`src/rtl/ocd_gen.sv`:
```
// ocd_gen: qualified overcurrent flag generator.
// Synchronises the comparator and the drive reference, blanks the comparator
// around drive edges, filters it, stretches each trip to a minimum hold time,
// counts trips per window and latches a lockout when a window sees too many.
// Build option: define OCD_STICKY_EN to make every trip latch straight into
// lockout (HOLD is then never entered).
//
// state | meaning
// IDLE  | no fault, ocd=0, waiting for a filtered trip
// HOLD  | trip being stretched, ocd=1 until hold expires and cmp_s is low
// LOCK  | too many trips (or sticky trip), ocd=1 and lock=1 until clr
module ocd_gen #(
  parameter int FILT_CNT  = 4,
  parameter int BLANK_CYC = 10,
  parameter int HOLD_CYC  = 200,
  parameter int TRIP_MAX  = 8,
  parameter int WIN_CYC   = 100000
) (
  input  logic       clk,
  input  logic       rst,
  input  logic       cmp,
  input  logic       gen,
  input  logic       clr,
  output logic       ocd,
  output logic       lock,
  output logic [7:0] trip_cnt
);

  localparam int QW = ($clog2(FILT_CNT + 1) < 1) ? 1 : $clog2(FILT_CNT + 1);
  localparam int BW = ($clog2(BLANK_CYC + 1) < 1) ? 1 : $clog2(BLANK_CYC + 1);
  localparam int HW = ($clog2(HOLD_CYC) < 1) ? 1 : $clog2(HOLD_CYC);
  localparam int WW = ($clog2(WIN_CYC) < 1) ? 1 : $clog2(WIN_CYC);

  localparam logic [QW-1:0] FILT_V  = QW'(FILT_CNT);
  localparam logic [BW-1:0] BLANK_V = BW'(BLANK_CYC);
  localparam logic [HW-1:0] HOLD_V  = HW'(HOLD_CYC - 1);
  localparam logic [WW-1:0] WIN_V   = WW'(WIN_CYC - 1);
`ifndef OCD_STICKY_EN
  localparam logic [7:0]    TRIP_V  = 8'(TRIP_MAX);
`endif

  typedef enum logic [1:0] {IDLE, HOLD, LOCK} state_t;

  logic cmp_m_q, cmp_s_q;
  logic gen_m_q, gen_s_q, gen_d1_q;

  state_t        state_q, state_d;
  logic [QW-1:0] qual_q, qual_d;
  logic [BW-1:0] blank_q, blank_d;
  logic [HW-1:0] hold_q, hold_d;
  logic [WW-1:0] win_q, win_d;
  logic [7:0]    trip_q, trip_d;
  logic          ocd_q, ocd_d;
  logic          lock_q, lock_d;

  logic       gen_edge;
  logic       blanked;
  logic       hit;
  logic       win_reload;
  logic [7:0] trip_base;
  logic [7:0] trip_inc;

  // Two-flop synchronisers for both async inputs, plus the gen_s edge delay.
  always_ff @(posedge clk or posedge rst) begin
    if (rst) begin
      cmp_m_q  <= 1'b0;
      cmp_s_q  <= 1'b0;
      gen_m_q  <= 1'b0;
      gen_s_q  <= 1'b0;
      gen_d1_q <= 1'b0;
    end else begin
      cmp_m_q  <= cmp;
      cmp_s_q  <= cmp_m_q;
      gen_m_q  <= gen;
      gen_s_q  <= gen_m_q;
      gen_d1_q <= gen_s_q;
    end
  end

  // Next-state logic: blanking, qualifier, window, trip counting and FSM.
  always_comb begin
    gen_edge   = gen_s_q ^ gen_d1_q;
    blanked    = (blank_q != '0);
    hit        = (qual_q == FILT_V);
    win_reload = (win_q == '0);
    // A window reload clears the count before this cycle's trip is added,
    // except in lockout where the count is frozen for inspection.
    trip_base  = (win_reload && state_q != LOCK) ? 8'd0 : trip_q;
    trip_inc   = (trip_base == 8'hFF) ? trip_base : trip_base + 8'd1;

    state_d = state_q;
    trip_d  = trip_base;
    blank_d = gen_edge ? BLANK_V : (blanked ? blank_q - BW'(1) : '0);
    win_d   = win_reload ? WIN_V : win_q - WW'(1);
    hold_d  = (hold_q != '0) ? hold_q - HW'(1) : '0;
    if (cmp_s_q && !blanked) begin
      qual_d = hit ? qual_q : qual_q + QW'(1);
    end else begin
      qual_d = '0;
    end

    case (state_q)
      IDLE: begin
        if (hit) begin
          trip_d = trip_inc;
          hold_d = HOLD_V;
`ifdef OCD_STICKY_EN
          state_d = LOCK;
`else
          state_d = (trip_inc >= TRIP_V) ? LOCK : HOLD;
`endif
        end
      end
      HOLD: begin
        // Hold only ends once the comparator has also released, so a
        // persistent fault keeps ocd asserted without counting new trips.
        if (hold_q == '0 && !cmp_s_q) begin
          state_d = IDLE;
          qual_d  = '0;
        end
      end
      LOCK: begin
        if (clr) begin
          state_d = IDLE;
          trip_d  = 8'd0;
          qual_d  = '0;
        end
      end
      default: state_d = IDLE;
    endcase

    ocd_d  = (state_d != IDLE);
    lock_d = (state_d == LOCK);
  end

  // Register all controller state and the outputs.
  always_ff @(posedge clk or posedge rst) begin
    if (rst) begin
      state_q <= IDLE;
      qual_q  <= '0;
      blank_q <= '0;
      hold_q  <= '0;
      win_q   <= WIN_V;
      trip_q  <= 8'd0;
      ocd_q   <= 1'b0;
      lock_q  <= 1'b0;
    end else begin
      state_q <= state_d;
      qual_q  <= qual_d;
      blank_q <= blank_d;
      hold_q  <= hold_d;
      win_q   <= win_d;
      trip_q  <= trip_d;
      ocd_q   <= ocd_d;
      lock_q  <= lock_d;
    end
  end

  assign ocd      = ocd_q;
  assign lock     = lock_q;
  assign trip_cnt = trip_q;

endmodule

```
`config.mk`:
```
export PLATFORM = sky130hd
export DESIGN_NAME = ocd_gen
export DESIGN_NICKNAME = d
export VERILOG_FILES = /design/src/rtl/ocd_gen.sv
export SDC_FILE = /design/constraint.sdc
export NUM_CORES = 1
export LEC_CHECK = 0
export BUFFER_PORTS_ARGS = -buffer_cell sky130_fd_sc_hd__buf_2
export CORE_AREA = 2 2 62 88
export DETAILED_ROUTE_END_ITERATION = 16
export DIE_AREA = 0 0 64 90
export PLACE_DENSITY = 0.74
export REMOVE_ABC_BUFFERS = 1
export SKIP_CTS_REPAIR_TIMING = 1
export SLEW_MARGIN = 20
export SYNTH_ARGS = -nofsm -noshare
export SYNTH_HDL_FRONTEND = slang
export SYNTH_SLANG_ARGS = --single-unit
```
`constraint.sdc`:
```
create_clock -name clk -period 3.17 [get_ports clk]
set_clock_uncertainty 0.2 [all_clocks]
set_input_delay 0.634 -clock clk [delete_from_list [all_inputs] [get_ports clk]]
set_output_delay 0.634 -clock clk [all_outputs]
set_load 0.05 [all_outputs]
```
# Word-level counts from Yosys, hierarchy flattened
# Index checks and enable logic that the tools add are counted.
[word_totals] regBits=49 in_bits=5 out_inout_bits=10 wordCells=58
[op_classes] add_sub_neg=5 order_cmp=1 n_eq_ne=6 mux=21 bitwise_logic=1 reduce_logical=11
[op_table] operator="2-to-1 mux 8 bit" n=7
[op_table] operator="logical NOT 17 bit" n=1
[op_table] operator="2-to-1 mux 17 bit" n=1
[op_table] operator="subtractor 17 x 1 -> 17 bit (second input constant)" n=1
[op_table] operator="one-hot mux 8 bit (2 select lines)" n=1
[op_table] operator="2-to-1 mux 3 bit" n=4
[op_table] operator="adder 8 x 1 -> 8 bit (second input constant)" n=1
[op_table] operator="== test 8 bit (second input constant)" n=1
[op_table] operator="greater-or-equal comparator 8 x 4 -> 1 bit (second input constant)" n=1
[op_table] operator="logical NOT 8 bit" n=1
[op_table] operator="2-to-1 mux 2 bit" n=4
[op_table] operator="2-to-1 mux 4 bit" n=2
[op_table] operator="nonzero test 8 bit" n=1
[op_table] operator="subtractor 8 x 1 -> 8 bit (second input constant)" n=1
[op_table] operator="one-hot mux 2 bit (3 select lines)" n=1
[op_table] operator="one-hot mux 3 bit (2 select lines)" n=1
[op_table] operator="== test 2 bit (second input constant)" n=2
[op_table] operator="nonzero test 4 bit" n=1
[op_table] operator="subtractor 4 x 1 -> 4 bit (second input constant)" n=1
[op_table] operator="adder 3 x 1 -> 3 bit (second input constant)" n=1
[op_table] operator="== test 3 bit (second input constant)" n=1
[op_table] operator="logical AND 1 bit" n=3
[op_table] operator="== test 2 x 1 -> 1 bit (second input constant)" n=1
[op_table] operator="logical NOT 1 bit" n=2
[op_table] operator="other kinds (4)" n=4

# Logic depth before layout (Yosys ltp)
# Gate-level depths: netlist of the first run.
[logic_depth] word_depth=10 ltp_mapped=14 depth_no_buf=12

# Worst setup path after synthesis of the first run
# Ideal clock, no wire load.
[synth_path] path_type="register -> register" from="register win_q[0]" to="register trip_q[6] (netlist: trip_cnt[6])" setup_time_ns=0.140 t_arrival_ns=2.713 t_required_ns=2.830 slack_ns=0.116 path_stages_with_launch=15 period_less_slack_ns=3.054 cell_sequence="dfstp_2 inv_1 ha_1 nor4b_1 nand4_1 buf_2 nor2_1 nor2b_1 ha_1 buf_2 nand3_1 nor2_1 mux2_2 a2111oi_0 a211oi_1"
[synth_between] elab_chain_cells=7 word_cells_on_any_way=9 cone_classes="1 x add/sub; 1 x eq/ne; 5 x mux; 2 x reduce/logical"
[synth_lines] item="from (decl)" line_no="51" text="logic [WW-1:0] win_q, win_d;"
[synth_lines] item="from (signal assigned)" line_no="152" text="win_q <= win_d;"
[synth_lines] item="logical NOT 17 bit *" line_no="85" text="win_reload = (win_q == '0);"
[synth_lines] item="logical AND 1 bit *" line_no="88" text="trip_base = (win_reload && state_q != LOCK) ? 8'd0 : trip_q;"
[synth_lines] item="2-to-1 mux 8 bit *" line_no="88"
[synth_lines] item="adder 8 x 1 -> 8 bit / == test 8 bit (equally long branches)" line_no="89" text="trip_inc = (trip_base == 8'hFF) ? trip_base : trip_base + 8'd1;"
[synth_lines] item="2-to-1 mux 8 bit" line_no="89"
[synth_lines] item="2-to-1 mux 8 bit" line_no="104" text="if (hit) begin"
[synth_lines] item="one-hot mux 8 bit (2 select lines) *" line_no="102" text="case (state_q)"
[synth_lines] item="net trip_d[6]" line_no="52" text="logic [7:0] trip_q, trip_d;"
[synth_lines] item="to (signal assigned)" line_no="153" text="trip_q <= trip_d;"
[synth_lines] item="to (decl)" line_no="52"
# Mark *: on every way through the listed nets, which the timed path passes. The rest lies on a longest branch.

# Worst setup path after layout of the first run
[layout_path] from="register win_q[0]" to="register lock_q (netlist: lock)"
[layout_between] elab_chain_cells=10 word_cells_on_any_way=11 cone_classes="1 x add/sub; 1 x order compare; 2 x eq/ne; 5 x mux; 2 x reduce/logical"
[layout_lines] item="logical NOT 17 bit *" line_no="85"
[layout_lines] item="logical AND 1 bit *" line_no="88"
[layout_lines] item="2-to-1 mux 8 bit *" line_no="88"
[layout_lines] item="adder 8 x 1 -> 8 bit / == test 8 bit (equally long branches)" line_no="89"
[layout_lines] item="2-to-1 mux 8 bit *" line_no="89"
[layout_lines] item="greater-or-equal comparator 8 x 4 -> 1 bit *" line_no="110" text="state_d = (trip_inc >= TRIP_V) ? LOCK : HOLD;"
[layout_lines] item="2-to-1 mux 2 bit *" line_no="110"
[layout_lines] item="2-to-1 mux 2 bit *" line_no="104"
[layout_lines] item="one-hot mux 2 bit (3 select lines) *" line_no="102"
[layout_lines] item="== test 2 bit *" line_no="133" text="lock_d = (state_d == LOCK);"
[layout_lines] item="net lock_d" line_no="54" text="logic lock_q, lock_d;"
[layout_lines] item="to (signal assigned)" line_no="155" text="lock_q <= lock_d;"
[layout_lines] item="to (decl)" line_no="54"
# Marked as above.

==> results.tsv, run 1 <==
metric	value	unit
status	complete, no violations	
nets@finish	305	
Tot Pwr	1300	uW
Area Overhead vs Synth	10.7	%
Starting Density	53.2	%
H-tree levels	2	
clk slew on worst S/H paths	0.09	ns
CP max FO	9	
area leader, netlist	dfrtp_1	
clk sink count	49	
fin crit period	2.87	ns
final count of hold timing violations	0	
via count	2078	
root buf cell	clkbuf_8	
WP data arrival	2.86	ns
die height	90	um
Setup violations, final	0	
Multi-input gate area	1360	um^2
number of diodes	0	
post-synthesis cell area	2660	um^2
Worst path max stage delay	0.57	ns
number of buffers added on ports	14	
register area share after synthesis	46.5	%
initial antenna violation count	0	
r2r worst-path depth	12	
RSZ-0062 raised after global routing	no	
post-placement cell count	349	
hold slack final	0.106	ns
fmax	349	MHz
Synth top area share	36.7	%
crit path kind	flop to flop	
GPL Wtd Cong	0.878	
flop-to-flop setup slack	0.30	ns
maximum clock insertion buffer count	2	
layout cells sized above 1	18.6	%
largest net degree at the start of global routing	21	
synth cell count leaders	dfrtp_1 (39), nand2_1 (22), nor2_1 (22), inv_1 (15), nor3_1 (15)	
Final Non-Filler Cells	357	
CTS tree	yes	
number of flops mapped to enable cells by yosys	0	
Lkg Pwr	0.00126	uW
max_slew headroom	71.5	%
Primary FF master, synth	dfrtp_1	
Syn Area/Cell	9.78	um^2
Final Cell Area	2950	um^2
HPWL Detailed	3740	um
top-count cell post-synth	dfrtp_1	
pwr dens	442	nW/um^2
crit path launch type	flop	
max-slew violations	0	
WL final	5150	um
worst hold path class	primary input to async pin	
R2R Path Start	win_q[0]$_DFF_PP1_	
clock buffer count from CTS	5	
CP cell instances	inv_1 > ha_1 > nor4b_2 > nand4_1 > nor2_1 > nor2b_1 > ha_4 > nand3_2 > mux2i_1 > a41oi_1 > o22ai_1 > a221oi_1	
die area	5760	um^2
Cells after Synth	272	
gr usage total	18.9	%
Remaining DRCs	0	
IO Pins	15	
Worst-Margin Slew	0.423	ns
maximum vdd ir drop	0.406	mV
Synth Register Bits	49	
reg-to-reg endpoint	lock$_DFF_PP0_	
Crit path required time	3.16	ns
slowest CP cell	dfstp_2	
first-pass GRT wire length	8720	um
vias in the first global route	1953	
Cell variety after synth	60	
Reg area	1240	um^2
Core ar.	5000	um^2
grt ovf	0	
Clock Latency Late Sink	0.30	ns
Area after DPL	2810	um^2
Finished Core Util	58.9	%
Vias/cell	5.82	
Fillers	422	
Pre-Repair DR Iteration Count	4	
Final ANT Viol Nets	0	
CP endpoint kind	flop	
fin crit share	90.4	%
WL per Instance	14.4	um
die width	64	um
row cnt	31	
top post-synthesis cells by area	dfrtp_1 (37%), dfstp_2 (9.9%), ha_1 (4.7%)	
number of DRC markers in iteration 0	209	
maxcap violations	0	
Syn. warnings	0	
Synth async-reset ratio	100	%
[registers in the layout, indices dropped and copies added (netlist names)]
| register | count |
|---|---|
| cmp_s_q | 1 |
| state_q | 2 |
| hold_q | 8 |
| lock | 1 |
| win_q | 17 |
| ocd | 1 |
| qual_q | 3 |
| trip_cnt | 8 |
| gen_s_q | 1 |
| gen_m_q | 1 |
| cmp_m_q | 1 |
| gen_d1_q | 1 |
| blank_q | 4 |
[area by class of cell]
class,instances,area share [%]
clock buffers,8,3.06
well taps,66,2.80
flip-flops and latches,49,42.0
multi-input cells,199,46.3
inverters,15,1.91
repair buffers,20,3.91
[worst max-delay path by stage]
stage	startpoint	to
after floorplan	win_q[0]$_DFF_PP1_	trip_cnt[6]$_DFF_PP0_
after detailed placement	win_q[0]$_DFF_PP1_	trip_cnt[6]$_DFF_PP0_
after global routing	win_q[0]$_DFF_PP1_	lock$_DFF_PP0_
after global placement	win_q[0]$_DFF_PP1_	trip_cnt[6]$_DFF_PP0_
after CTS	win_q[0]$_DFF_PP1_	trip_cnt[6]$_DFF_PP0_
final	win_q[0]$_DFF_PP1_	lock$_DFF_PP0_
[report_power, final]
part	switching, uW	leakage, uW	internal, uW
registers	60.4	0.000604	693
clock network	199	0.0000455	178
logic	87.6	0.000610	84.1
[per-stage QoR]
| step | setup TNS, ns | setup WS, ns |
|---|---|---|
| floorplan | -0.394 | -0.140 |
| CTS | 0 | 0.0741 |
| finish | 0 | 0.304 |
| detailed placement | 0 | 0.0794 |
| global placement | 0 | 0.213 |
| global route | 0 | 0.0514 |
[placed cells by master (no fill, tap or decap), drive strengths merged, types with 2 or more instances in the layout]
cell,n
ha,10
xor2,8
clkbuf,8
inv,15
a21oi,11
a211oi,4
buf,20
nor3,17
nand4,3
a311oi,2
a31oi,3
nand3,7
nor2b,3
o31ai,7
nand2,22
o211ai,3
dfrtp,39
dfstp,10
mux2i,2
nand2b,3
o21ai,16
xnor2,11
and3,2
nor2,23
a32o,2
nor4,7
a41oi,2
or3b,2
or4,5
o22ai,3
[cell families after synthesis]
| logic type | count (synthesis) | share of synthesized area [%] |
|---|---|---|
| buf+inv | 24 | 3.85 |
| xor+xnor | 19 | 6.25 |
| flops | 49 | 46.5 |
| fa+ha+maj | 10 | 4.70 |
| simple gates | 102 | 20.8 |
| compound gates | 65 | 16.6 |
| mux | 3 | 1.18 |
[critical path: cells and delay by family, from the launching register on]
family | cells | cell delay (ns)
AOI/OAI and AO/OA | 3 | 0.71
buffers and inverters | 1 | 0.06
muxes | 1 | 0.15
and+or+nand+nor | 5 | 0.66
adders and majority gates | 2 | 0.40
DFF | 1 | 0.57
[metal layers]
metal / global-route usage, % / routed length (um)
met1: 22.1 / 2150
met2: 33.2 / 2790
met3: 4.01 / 135
met4: 6.88 / 70
met5: 0 / 0
Note: power is estimated with default switching activity, not from simulation.
==> run 2, diff against run 1 <==
CORE_AREA = 2 2 61 86   (was 2 2 62 88)
CTS_BUF_LIST = sky130_fd_sc_hd__clkbuf_8   (was not set)
DIE_AREA = 0 0 63 88   (was 0 0 64 90)
PLACE_DENSITY = 0.77   (was 0.74)
==> results.tsv, run 2 (same netlist as run 1, synthesis figures left out) <==
metric	value	unit	change
row cnt	30		-3.2%
CP cell instances	inv_1 > ha_1 > nor4b_2 > nand4_1 > nor2_1 > nor2b_2 > ha_4 > nand3_2 > nor2_1 > mux2_2 > a2111oi_2 > a211oi_1		
pre-CTS worst setup slack	0.0680	ns	-0.0113 ns
maximum clock insertion buffer count	2		unchanged
Buf/Inv on CP	1		unchanged
Worst-Margin Slew	0.435	ns	+0.0125 ns
Starting Density	55.8	%	+2.6 points
pwr dens	489	nW/um^2	+11%
max reg flops	17		unchanged
via count	2144		+3.2%
Clock Latency Late Sink	0.31	ns	about the same
Crit path required time	3.16	ns	about the same
crit path kind	flop to flop		
first-pass GRT wire length	9290	um	+6.6%
max-slew violations	0		unchanged
root buf cell	clkbuf_8		
Reg area	1240	um^2	unchanged
gr usage total	21.5	%	+2.7 points
Pre-Repair DR Iteration Count	4		unchanged
Vias/cell	6.06		+4.1%
CP endpoint kind	flop		
Setup violations, final	0		unchanged
fin crit period	2.96	ns	+0.0912 ns
maxcap violations	0		unchanged
status	complete, no violations		
clock buffer count from CTS	5		unchanged
Final Cell Area	2990	um^2	+1.5%
largest delay contributor family on the critical path	simple AND/OR/NAND/NOR gates		
total negative slack	0	ns	unchanged
Final ANT Viol Nets	0		unchanged
Worst path max stage delay	0.57	ns	about the same
initial antenna violation count	0		unchanged
vias in the first global route	2084		+6.7%
WL per Instance	15.8	um	+9.6%
most used cell along the critical path	nor2_1		
number of DRC markers in iteration 0	140		-33%
Remaining DRCs	0		unchanged
CP max FO	9		unchanged
Lkg Pwr	0.00128	uW	+1.5%
Tot Pwr	1460	uW	+12%
CTS tree	yes		
WP data arrival	2.94	ns	+0.08 ns
clk sink count	49		unchanged
Area after DPL	2800	um^2	-0.36%
Core ar.	4770	um^2	-4.7%
HPWL Detailed	3810	um	+2.0%
worst hold path class	primary input to async pin		
nets@finish	304		-0.33%
fin crit share	93.3	%	+2.9 points
largest net degree at the start of global routing	33		+57%
maximum vdd ir drop	0.353	mV	-13%
Multi-input gate area	1370	um^2	+0.73%
final setup margin	0.213	ns	-0.0912 ns
commonest non-fill, non-tap cell in the layout	dfrtp_1		
fmax	338	MHz	-3.1%
layout cells sized above 1	19.7	%	+1.1 points
Fillers	416		-1.4%
Area Overhead vs Synth	12.4	%	
clk slew on worst S/H paths	0.09	ns	about the same
number of diodes	0		unchanged
slowest CP cell	dfstp_2		
flop-to-flop setup slack	0.21	ns	-0.09 ns
grt ovf	0		unchanged
GPL Wtd Cong	0.945		+7.6%
die width	63	um	-1.6%
number of buffers added on ports	14		unchanged
die height	88	um	-2.2%
H-tree levels	2		unchanged
most frequent cells in the layout	dfrtp_1 (39), nor2_1 (22), nand2_1 (22), nor3_1 (15)		
max_slew headroom	71.0	%	-0.57 points
crit path launch type	flop		
RSZ-0062 raised after global routing	no		
WL final	5600	um	+8.7%
final count of hold timing violations	0		unchanged
die area	5540	um^2	-3.8%
IO Pins	15		unchanged
largest register by flop count	win_q		
## run 2: cell type report
cell class	instances	share of cell area, %
well taps	64	2.68
clock inverters	3	2.18
repair buffers	19	3.60
flip-flops and latches	49	41.4
inverters	15	1.88
multi-input cells	199	45.9
clock buffers	5	2.30
## run 2: per-layer routing
metal | share of wire [%] | global-route usage (%) | up-vias | wire length, um
met5 | 0 | 0 | - | 0
met4 | 2.0 | 10.1 | 0 | 113
met2 | 54 | 38.2 | 43 | 3010
met1 | 41 | 24.8 | 1062 | 2280
li1 | - | - | 1028 | -
met3 | 3.4 | 4.63 | 11 | 188
## run 2: through the flow
step	utilization [%]	instances	hold slack [ns]
after floorplan	-	263	0.131
after global placement	58.8	346	0.133
after detailed placement	58.8	346	0.136
after CTS	61.6	354	0.107
after global routing	62.7	354	0.113
final	62.7	354	0.0887
## run 2: worst paths after layout
check,startpoint,to,cells past startpoint
setup / recovery,win_q[0]$_DFF_PP1_,trip_cnt[6]$_DFF_PP0_,12
hold / removal,rst,blank_q[0]$_DFF_PP0_,2
setup reg to reg,win_q[0]$_DFF_PP1_,trip_cnt[6]$_DFF_PP0_,12
hold reg to reg,gen_m_q$_DFF_PP0_,gen_s_q$_DFF_PP0_,0
max in group asynchronous,rst,win_q[9]$_DFF_PP1_,3
min in group clk,gen_m_q$_DFF_PP0_,gen_s_q$_DFF_PP0_,0
## run 2: power by group
group / switching [uW] / internal [uW] / total (uW)
Clock: 215 / 313 / 528
Sequential: 67.3 / 693 / 760
Combinational: 91.1 / 83.6 / 175
Total: 373 / 1090 / 1460
